### src/rtl/goe_lut_pkg.sv
// Shared constants, FSM encoding and addressing helper for the GOE lookup-table loader.
package goe_lut_pkg;

    localparam int N_ENTRY          = 256;
    localparam int ENTRY_W          = 2;
    localparam int WORD_W           = 32;
    localparam int ENTRIES_PER_WORD = WORD_W / ENTRY_W;
    localparam int N_WORD           = N_ENTRY / ENTRIES_PER_WORD;
    localparam int TABLE_W          = N_ENTRY * ENTRY_W;
    localparam int ADDR_W           = $clog2(N_WORD);
    localparam int CNT_W            = ADDR_W + 1;
    localparam int LSB_W            = $clog2(TABLE_W);

    localparam logic [CNT_W-1:0] CNT_FULL = CNT_W'(N_WORD);

    typedef enum logic [1:0] {
        ST_IDLE   = 2'd0,
        ST_LOAD   = 2'd1,
        ST_FULL   = 2'd2,
        ST_COMMIT = 2'd3
    } state_t;

    // Bit offset of a 32-bit word inside the flat table (word index * WORD_W).
    function automatic logic [LSB_W-1:0] word_lsb(input logic [ADDR_W-1:0] idx);
        return {idx, {$clog2(WORD_W){1'b0}}};
    endfunction

endpackage

### src/rtl/goe_lut_shadow.sv
// Shadow register file: word-addressed writes, whole table visible as one flat vector.
module goe_lut_shadow
    import goe_lut_pkg::*;
(
    input  logic               clk,
    input  logic               rst_n,
    input  logic               we,
    input  logic [ADDR_W-1:0]  waddr,
    input  logic [WORD_W-1:0]  wdata,
    output logic [TABLE_W-1:0] table_flat
);

    logic [TABLE_W-1:0] mem_q;
    logic [TABLE_W-1:0] mem_d;

    always_comb begin
        mem_d = mem_q;
        if (we) begin
            mem_d[word_lsb(waddr) +: WORD_W] = wdata;
        end
    end

    always_ff @(posedge clk or negedge rst_n) begin
        if (!rst_n) begin
            mem_q <= '0;
        end else begin
            mem_q <= mem_d;
        end
    end

    assign table_flat = mem_q;

endmodule

### src/rtl/goe_lut_writer.sv
// GOE lookup-table loader: streams words into a shadow table and publishes it
// atomically to the active table on commit, with registered readback.
module goe_lut_writer
    import goe_lut_pkg::*;
(
    input  logic               s00_axi_aclk,
    input  logic               s00_axi_aresetn,
    input  logic               load_start,
    input  logic [WORD_W-1:0]  wr_data,
    input  logic               wr_valid,
    output logic               wr_ready,
    input  logic               commit,
    input  logic               abort,
    input  logic [ADDR_W-1:0]  rd_addr,
    output logic [WORD_W-1:0]  rd_data,
    output logic [TABLE_W-1:0] table_active,
    output logic               busy,
    output logic               done,
    output logic               err
);

    state_t             state_q, state_d;
    logic [CNT_W-1:0]   cnt_q, cnt_d;
    logic               err_q, err_d;
    logic               done_q, done_d;
    logic [TABLE_W-1:0] table_q, table_d;
    logic [WORD_W-1:0]  rd_data_q, rd_data_d;
    logic [TABLE_W-1:0] shadow_flat;
    logic               wr_ready_c;
    logic               accept;

    goe_lut_shadow u_shadow (
        .clk        (s00_axi_aclk),
        .rst_n      (s00_axi_aresetn),
        .we         (accept),
        .waddr      (cnt_q[ADDR_W-1:0]),
        .wdata      (wr_data),
        .table_flat (shadow_flat)
    );

    // Priority abort > load_start > commit; the COMMIT cycle always completes its copy.
    always_comb begin
        state_d    = state_q;
        cnt_d      = cnt_q;
        err_d      = err_q;
        done_d     = 1'b0;
        table_d    = table_q;
        rd_data_d  = table_q[word_lsb(rd_addr) +: WORD_W];
        wr_ready_c = (state_q == ST_LOAD) && (cnt_q < CNT_FULL) && !load_start;
        accept     = wr_valid && wr_ready_c;

        if (state_q == ST_COMMIT) begin
            table_d = shadow_flat;
            done_d  = 1'b1;
            state_d = ST_IDLE;
            if (load_start && !abort) begin
                state_d = ST_LOAD;
                cnt_d   = '0;
                err_d   = 1'b0;
            end
        end else if (abort) begin
            state_d = ST_IDLE;
        end else if (load_start) begin
            state_d = ST_LOAD;
            cnt_d   = '0;
            err_d   = 1'b0;
        end else begin
            case (state_q)
                ST_IDLE: begin
                    if (commit) begin
                        err_d = 1'b1;
                    end
                end
                ST_LOAD: begin
                    if (accept) begin
                        cnt_d = cnt_q + 1'b1;
                    end
                    if (commit && (cnt_q < CNT_FULL)) begin
                        err_d   = 1'b1;
                        state_d = ST_IDLE;
                    end else if (commit) begin
                        state_d = ST_COMMIT;
                    end else if (cnt_q == CNT_FULL) begin
                        state_d = ST_FULL;
                    end
                end
                ST_FULL: begin
                    if (wr_valid) begin
                        err_d = 1'b1;
                    end
                    if (commit) begin
                        state_d = ST_COMMIT;
                    end
                end
                default: begin
                    state_d = ST_IDLE;
                end
            endcase
        end
    end

    always_ff @(posedge s00_axi_aclk or negedge s00_axi_aresetn) begin
        if (!s00_axi_aresetn) begin
            state_q   <= ST_IDLE;
            cnt_q     <= '0;
            err_q     <= 1'b0;
            done_q    <= 1'b0;
            table_q   <= '0;
            rd_data_q <= '0;
        end else begin
            state_q   <= state_d;
            cnt_q     <= cnt_d;
            err_q     <= err_d;
            done_q    <= done_d;
            table_q   <= table_d;
            rd_data_q <= rd_data_d;
        end
    end

    assign wr_ready     = wr_ready_c;
    assign busy         = (state_q != ST_IDLE);
    assign done         = done_q;
    assign err          = err_q;
    assign table_active = table_q;
    assign rd_data      = rd_data_q;

endmodule

### config.mk
export PLATFORM = sky130hd
export DESIGN_NAME = goe_lut_writer
export DESIGN_NICKNAME = d
export VERILOG_FILES = /design/src/rtl/goe_lut_pkg.sv /design/src/rtl/goe_lut_shadow.sv /design/src/rtl/goe_lut_writer.sv
export SDC_FILE = /design/constraint.sdc
export NUM_CORES = 1
export LEC_CHECK = 0
export CAP_MARGIN = 5
export CORE_ASPECT_RATIO = 0.5
export CORE_MARGIN = 2
export CORE_UTILIZATION = 35
export CTS_CLUSTER_SIZE = 8
export DETAILED_ROUTE_END_ITERATION = 10
export GPL_ROUTABILITY_DRIVEN = 0
export PLACE_DENSITY_LB_ADDON = 0.15
export SYNTH_ARGS = -nofsm -noshare
export SYNTH_HDL_FRONTEND = slang
export SYNTH_SLANG_ARGS = --single-unit
### constraint.sdc
create_clock -name s00_axi_aclk -period 2.4 [get_ports s00_axi_aclk]
set_clock_uncertainty 0.15 [all_clocks]
set_input_delay 0.24 -clock s00_axi_aclk [delete_from_list [all_inputs] [get_ports s00_axi_aclk]]
set_output_delay 0.24 -clock s00_axi_aclk [all_outputs]
set_load 0.1 [all_outputs]
==> results.py, run 1 <==
metrics = {
    "outcome": {
        "outcome": "finished, final reports clean",
    },
    "routing": {
        "drt_iter0_drc": 1524,
        "drt-total-wl_um": 141500,
        "ant_nets": 0,
        "routed_via_density": 5.154,
        "drt-wirelength-per-cell_um": 27.56,
        "vias": 26450,
        "dr.pass1.iters": 5,
        "route.detailed.drc": 0,
    },
    "layout": {
        "post_layout_nonfiller_instances": 5133,
        "post-route-util": 0.4579,
        "drive_gt1_frac": 0.3404,
        "syn_to_final_growth_pct": 28.93,
        "final_nets": 3496,
        "fillers": 10990,
    },
    "synthesis": {
        "syn_nets": 2739,
        "synth_ff_type": "dfrtp_1",
        "synth_area_per_cell_sq_um": 16.39,
        "synth-xor-area-share": 0,
        "async_reset_ff_frac": 1.000,
        "synth_cell_type_count": 43,
        "synthAdderAreaFrac": 0.002841,
        "synthMuxAreaShare": 0.3329,
        "synth_edf_count": 0,
        "synth_warnings": 0,
        "yosysSeqAreaShare": 0.6052,
        "syn_area_sq_um": 44040,
        "yosys.area_share.simple": 0.02000,
        "syn_inst": 2687,
        "yosys_register_bits": 1065,
        "synth_top_family_by_area": "multiplexers",
        "synth-compound-area-share": 0.01554,
    },
    "setup_path": {
        "critical_path.max_fanout": 6,
        "cp-end-kind": "flop",
        "arrival_ps": 2850,
        "critPathLaunchType": "flop",
        "crit_required_ps": 2870,
        "critPathKind": "flop to flop",
    },
    "clock_tree": {
        "clk_latency_ps": 740,
        "cts_max_path_buffers": 3,
        "cts_made_buffers": 151,
        "clkSlewWorstSetupHoldPaths_ps": 60,
        "htreeDepth": 4,
        "cts_tree": "done",
        "clock_sinks": 1065,
        "cts_root_buf": "clkbuf_16",
    },
    "pwr": {
        "comb_power_share": 0.061,
        "p_clk_frac": 0.471,
        "ir_worst_vdd_mv": 0.6765,
        "power_mw": 40.19,
        "sw_frac_of_total": 0.2378,
        "internal-power_mw": 30.63,
        "switching_power_mw": 9.558,
        "power.density_nw_per_um2": 707.9,
        "power_leakage_nw": 29.89,
        "seqPwrFrac": 0.468,
    },
    "place": {
        "post-dp-hpwl_um": 97420,
        "dp_cells": 4947,
        "place_ws_ps": -219.9,
        "port-buffer-count": 589,
    },
    "die": {
        "die_x_um": 505.6,
        "rows": 91,
        "pin_count": 590,
        "die_h_um": 254.8,
        "dieArea_sq_um": 128800,
        "initial_utilization": 0.3551,
        "coreArea_sq_um": 124000,
    },
    "sta": {
        "slew_headroom": 0.5531,
        "setup_viol": 0,
        "fmax_ghz": 0.4211,
        "worst_pin_slew_ps": 670.3,
        "fin_crit_ps": 2375,
        "slew_viol_final": 0,
        "hold_viol": 0,
        "worst_slack_ps": 25.25,
        "rsz0062_at_grt": "yes",
        "fin_crit_sh": 0.9895,
    },
    "grt": {
        "grt.total_usage": 0.2155,
        "grt_max_degree": 111,
        "antenna_found_initial": 4,
        "overflow": 0,
        "grt_pass1_wl_um": 201200,
        "grt_pass1_vias": 28200,
    },
    "hold_path": {
        "hold_class": "primary input to flop",
    },
    "job": {
        "cap_violations": 0,
    },
}
flip-flops by register name, indices dropped and copies added (netlist names):
name	count
cnt_q	5
done	1
err	1
rd_data	32
state_q	2
table_active	512
u_shadow.table_flat	512
power by group through the flow:
stage / logic, mW / clock network [mW] / registers [mW]
after CTS: 2.49 / 19.4 / 18.8
final: 2.46 / 18.9 / 18.8
after detailed placement: 2.47 / 0 / 19.1
after global routing: 2.65 / 20.3 / 18.8
after floorplan: 0.771 / 0 / 19.5
after global placement: 2.43 / 0 / 19.1
worst paths after layout:
kind | start | endpoint | slack [ps] | depth (start not counted)
max in group asynchronous | s00_axi_aresetn | table_active[213]$_DFFE_PN0P_ | 1260 | 3
max reg2reg | cnt_q[0]$_DFFE_PN0P_ | state_q[0]$_DFFE_PN0P_ | 30 | 8
min in group asynchronous | s00_axi_aresetn | table_active[253]$_DFFE_PN0P_ | 130 | 3
min | rd_addr[0] | rd_data[28]$_DFF_PN0_ | 90 | 5
min reg2reg | u_shadow.table_flat[31]$_DFFE_PN0P_ | table_active[31]$_DFFE_PN0P_ | 320 | 1
max | cnt_q[0]$_DFFE_PN0P_ | state_q[0]$_DFFE_PN0P_ | 30 | 8
per-layer routing:
layer	share of wire	up-vias	GRT usage
met4	0.028	2	0.07100
met1	0.43	14390	0.2800
met3	0.040	190	0.03818
li1	-	11270	-
met2	0.50	604	0.3671
met5	0.000092	-	0
logic make-up after synthesis:
family          after synthesis
compound gates               94
fa+ha+maj                    10
buf+inv                     208
flops                      1065
mux                        1154
simple gates                156
cells in the mapped netlist, types with 2 or more instances:
cell / n / area [sq um]
and3_1: 36 / 225.2
o21ai_0: 3 / 15.01
o21a_1: 3 / 22.52
nor2b_1: 8 / 50.05
nand3_1: 5 / 25.02
a22oi_1: 66 / 495.5
o21ai_1: 7 / 35.03
buf_2: 77 / 385.4
a31oi_1: 5 / 31.28
nand3b_1: 2 / 15.01
nand2b_1: 3 / 18.77
mux2_1: 964 / 10860
clkbuf_1: 49 / 183.9
o22a_2: 2 / 20.02
mux4_2: 128 / 2883
nand4_1: 4 / 25.02
nand4b_1: 2 / 17.52
and2_1: 34 / 212.7
inv_1: 9 / 33.78
o21ai_2: 2 / 17.52
nand2_1: 39 / 146.4
nand3_2: 2 / 20.02
mux2_4: 60 / 900.9
nor3b_1: 4 / 30.03
nor2_1: 12 / 45.04
buf_4: 22 / 165.2
buf_6: 10 / 112.6
buf_1: 41 / 153.9
dfrtp_1: 1065 / 26650
ha_1: 10 / 125.1
cells in the final DEF, fill, tap and decap left out, types with 4 or more instances in the layout:
cell type,count
nand4_1,4
nor2b_4,4
clkbuf_16,160
a31oi_1,5
and2_1,33
mux4_2,128
clkdlybuf4s50_1,38
and3_1,33
ha_1,7
mux2_4,84
buf_6,5
mux2_1,940
nand3_1,4
inv_6,6
buf_12,86
nor2_1,8
buf_4,665
nand2_1,39
inv_1,7
a22oi_1,66
nor2b_1,4
o21ai_1,4
dfrtp_1,1064
timing repair:
item / CTS / global route
setup buffers: 0 / 10
pin swaps: 0 / 6
resized for setup: 6 / 40
gates cloned: 0 / 6
endpoints found under the hold margin: 980 / 0
endpoints found under the setup margin: 126 / 361
hold buffers: 3 / 0
layout make-up:
| class | count | area (sq um) | share of cell area |
|---|---|---|---|
| clock inverter | 10 | 113.9 | 0.002005 |
| tap | 1674 | 2095 | 0.03689 |
| antenna | 1 | 2.502 | 0.00004408 |
| multi-input combinational | 1414 | 16660 | 0.2935 |
| inverter | 9 | 36.28 | 0.0006391 |
| sequential | 1065 | 26650 | 0.4694 |
| timing repair buffer | 803 | 7326 | 0.1290 |
| clock buffer | 157 | 3886 | 0.06845 |
per-stage QoR:
stage,TNS [ps],hold slack [ps],instance area [sq um]
final,0,90.40,56780
after global routing,-208.6,104.0,56770
after CTS,0,30.75,56370
after detailed placement,-30370,66.30,52310
after global placement,-30430,66.16,52310
after floorplan,0,-205.6,44040
worst max-delay path, stage by stage, from the launching register on:
cell and delay [ps]:
dfrtp_2 430, inv_4 80, ha_4 160, buf_4 110
nor3b_2 400, buf_4 190, o311ai_1 90, a22oi_1 290
mux2_1 360
No activity file was read; power rests on OpenSTA's default activity.
==> run 2, diff against run 1 <==
--- a/config.mk
+++ b/config.mk
@@ -8,7 +8,7 @@
 export CAP_MARGIN = 5
 export CORE_ASPECT_RATIO = 0.5
 export CORE_MARGIN = 2
-export CORE_UTILIZATION = 35
+export CORE_UTILIZATION = 50
 export CTS_CLUSTER_SIZE = 8
 export DETAILED_ROUTE_END_ITERATION = 10
 export GPL_ROUTABILITY_DRIVEN = 0
==> run 2 against run 1 <==
Clock power is essentially flat. Sequential share of layout area up 0.78 points. Via count up 0.55%. Critical path depth rose by 1. Largest power group unchanged. Die area fell by 30%. First-iteration DRC count rose by 33%. Non-clock buffer count fell by 17. Register-to-register slack got worse by 20 ps. Highest routed layer is now met4.
==> results.py, run 2 (synthesis results as in run 1) <==
metrics = {
    "sta": {
        "fin_crit_sh": 0.9995,
        "slew_viol_final": 0,
        "fin_crit_ps": 2399,
        "worst_pin_slew_ps": 572.5,
        "fmax_ghz": 0.4169,
        "slew_headroom": 0.6172,
        "hold_viol": 0,
        "setup_viol": 0,
    },
    "die": {
        "rows": 76,
        "initial_utilization": 0.5083,
        "dieArea_sq_um": 90610,
        "die_h_um": 213.9,
        "die_x_um": 423.7,
        "pin_count": 590,
        "coreArea_sq_um": 86630,
    },
    "layout": {
        "final_nets": 3479,
        "final_area_sq_um": 55850,
        "layout_common_cells": "dfrtp_1 (1064), mux2_1 (962), buf_4 (658)",
        "syn_to_final_growth_pct": 26.82,
        "n_antenna_cell": 0,
        "final_common_cell": "dfrtp_1",
        "drive_gt1_frac": 0.3297,
        "post-route-util": 0.6447,
        "post_layout_nonfiller_instances": 4613,
    },
    "job": {
        "cap_violations": 0,
    },
    "grt": {
        "grt_pass1_vias": 28050,
        "grt_pass1_wl_um": 183900,
        "antenna_found_initial": 2,
        "grt.total_usage": 0.2755,
        "grt_max_degree": 94,
        "overflow": 0,
    },
    "clock_tree": {
        "clkSlewWorstSetupHoldPaths_ps": 50,
        "cts_max_path_buffers": 3,
        "clk_latency_ps": 720,
        "clock_sinks": 1065,
        "htreeDepth": 4,
        "cts_tree": "done",
        "cts_root_buf": "clkbuf_16",
        "cts_made_buffers": 151,
    },
    "pwr": {
        "ir_worst_vdd_mv": 0.5813,
        "power.density_nw_per_um2": 718.0,
        "power_leakage_nw": 29.75,
    },
    "setup_path": {
        "crit_end": "u_shadow.table_flat[125]$_DFFE_PN0P_",
        "critical_path.max_fanout": 10,
        "crit_required_ps": 2850,
        "r2r_end": "u_shadow.table_flat[125]$_DFFE_PN0P_",
        "cp-end-kind": "flop",
        "critPathLaunchType": "flop",
        "critPathKind": "flop to flop",
        "reg2reg_from": "state_q[1]$_DFFE_PN0P_",
        "r2r_setup_slack_ps": 1,
        "setup.worst_path.start": "state_q[1]$_DFFE_PN0P_",
        "arrival_ps": 2840,
        "ff2ff_path_depth": 9,
    },
    "hold_path": {
        "hold_class": "primary input to async pin",
    },
    "routing": {
        "routed_via_density": 5.766,
        "route.detailed.drc": 0,
        "vias": 26600,
        "ant_nets": 0,
        "drt_iter0_drc": 2030,
        "drt-total-wl_um": 126000,
        "drt-wirelength-per-cell_um": 27.31,
        "dr.pass1.iters": 7,
    },
    "place": {
        "port-buffer-count": 589,
        "post-dp-hpwl_um": 87510,
        "dpl_cell_area_sq_um": 51480,
        "dp_cells": 4426,
    },
    "outcome": {
        "outcome": "finished, final reports clean",
    },
}
run 2: cell count changes in the layout (fill, tap and decap cells not counted), sizes merged:
cell | before | now
diode | 1 | 0
clkinv | 3 | 4
inv | 16 | 14
clkbuf | 162 | 163
dlygate4sd3 | 2 | 3
buf | 758 | 742
run 2: layer usage:
| layer | vias up | part of all wire | global-route usage |
|---|---|---|---|
| met5 | - | 0 | 0 |
| met4 | 0 | 0.031 | 0.09842 |
| met3 | 213 | 0.052 | 0.05291 |
| met2 | 748 | 0.50 | 0.4590 |
| met1 | 14430 | 0.42 | 0.3652 |
| li1 | 11210 | - | - |
run 2: critical path, stage by stage (launching register included):
cell	delay [ps]
dfrtp_1	390
inv_2	80
ha_4	130
and4bb_4	290
buf_12	130
nand3b_1	150
o21ai_4	250
buf_12	160
clkbuf_16	200
mux2_1	330
run 2: how the worst min path moves through the flow:
| stage | end | cells past startpoint |
|---|---|---|
| after CTS | u_shadow.table_flat[157]$_DFFE_PN0P_ | 3 |
| after global routing | u_shadow.table_flat[159]$_DFFE_PN0P_ | 2 |
| after floorplan | cnt_q[0]$_DFFE_PN0P_ | 0 |
| after global placement | table_active[157]$_DFFE_PN0P_ | 1 |
| final | u_shadow.table_flat[157]$_DFFE_PN0P_ | 3 |
| after detailed placement | u_shadow.table_flat[157]$_DFFE_PN0P_ | 1 |
run 2: cell type report:
type                    count  area (sq um)
multi-input cells        1414         16560
well taps                1170          1464
repair buffers            786          7078
flip-flops and latches   1065         26650
inverters                   9         33.78
clock buffers             160          3961
fillers                  6260         30780
clock inverters             9         101.3
run 2: repair_timing:
item	4_1_cts	5_1_grt
setup endpoints to repair	119	173
setup buffers	2	8
endpoints found under the hold margin	1068	0
gates cloned	0	4
resized for setup	6	12
pin swaps	0	2
hold buffers	4	0
run 2: power breakdown:
part           leakage, nW  internal [mW]  switching [mW]
Sequential            14.8           18.5           0.280
Combinational         13.0          0.799            1.62
Clock                 2.00           11.5            7.40
Total                 29.7           30.8            9.30
run 2: metrics by stage:
stage	setup slack, ps	power [mW]	setup TNS, ps	hold slack, ps
after floorplan	73.73	20.26	0	-205.6
after global placement	-188.7	21.39	-17540	32.62
after detailed placement	-208.0	21.47	-24420	32.60
after CTS	4.948	40.43	0	29.08
after global routing	-9.518	41.51	-29.75	68.55
final	1.111	40.10	0	57.99
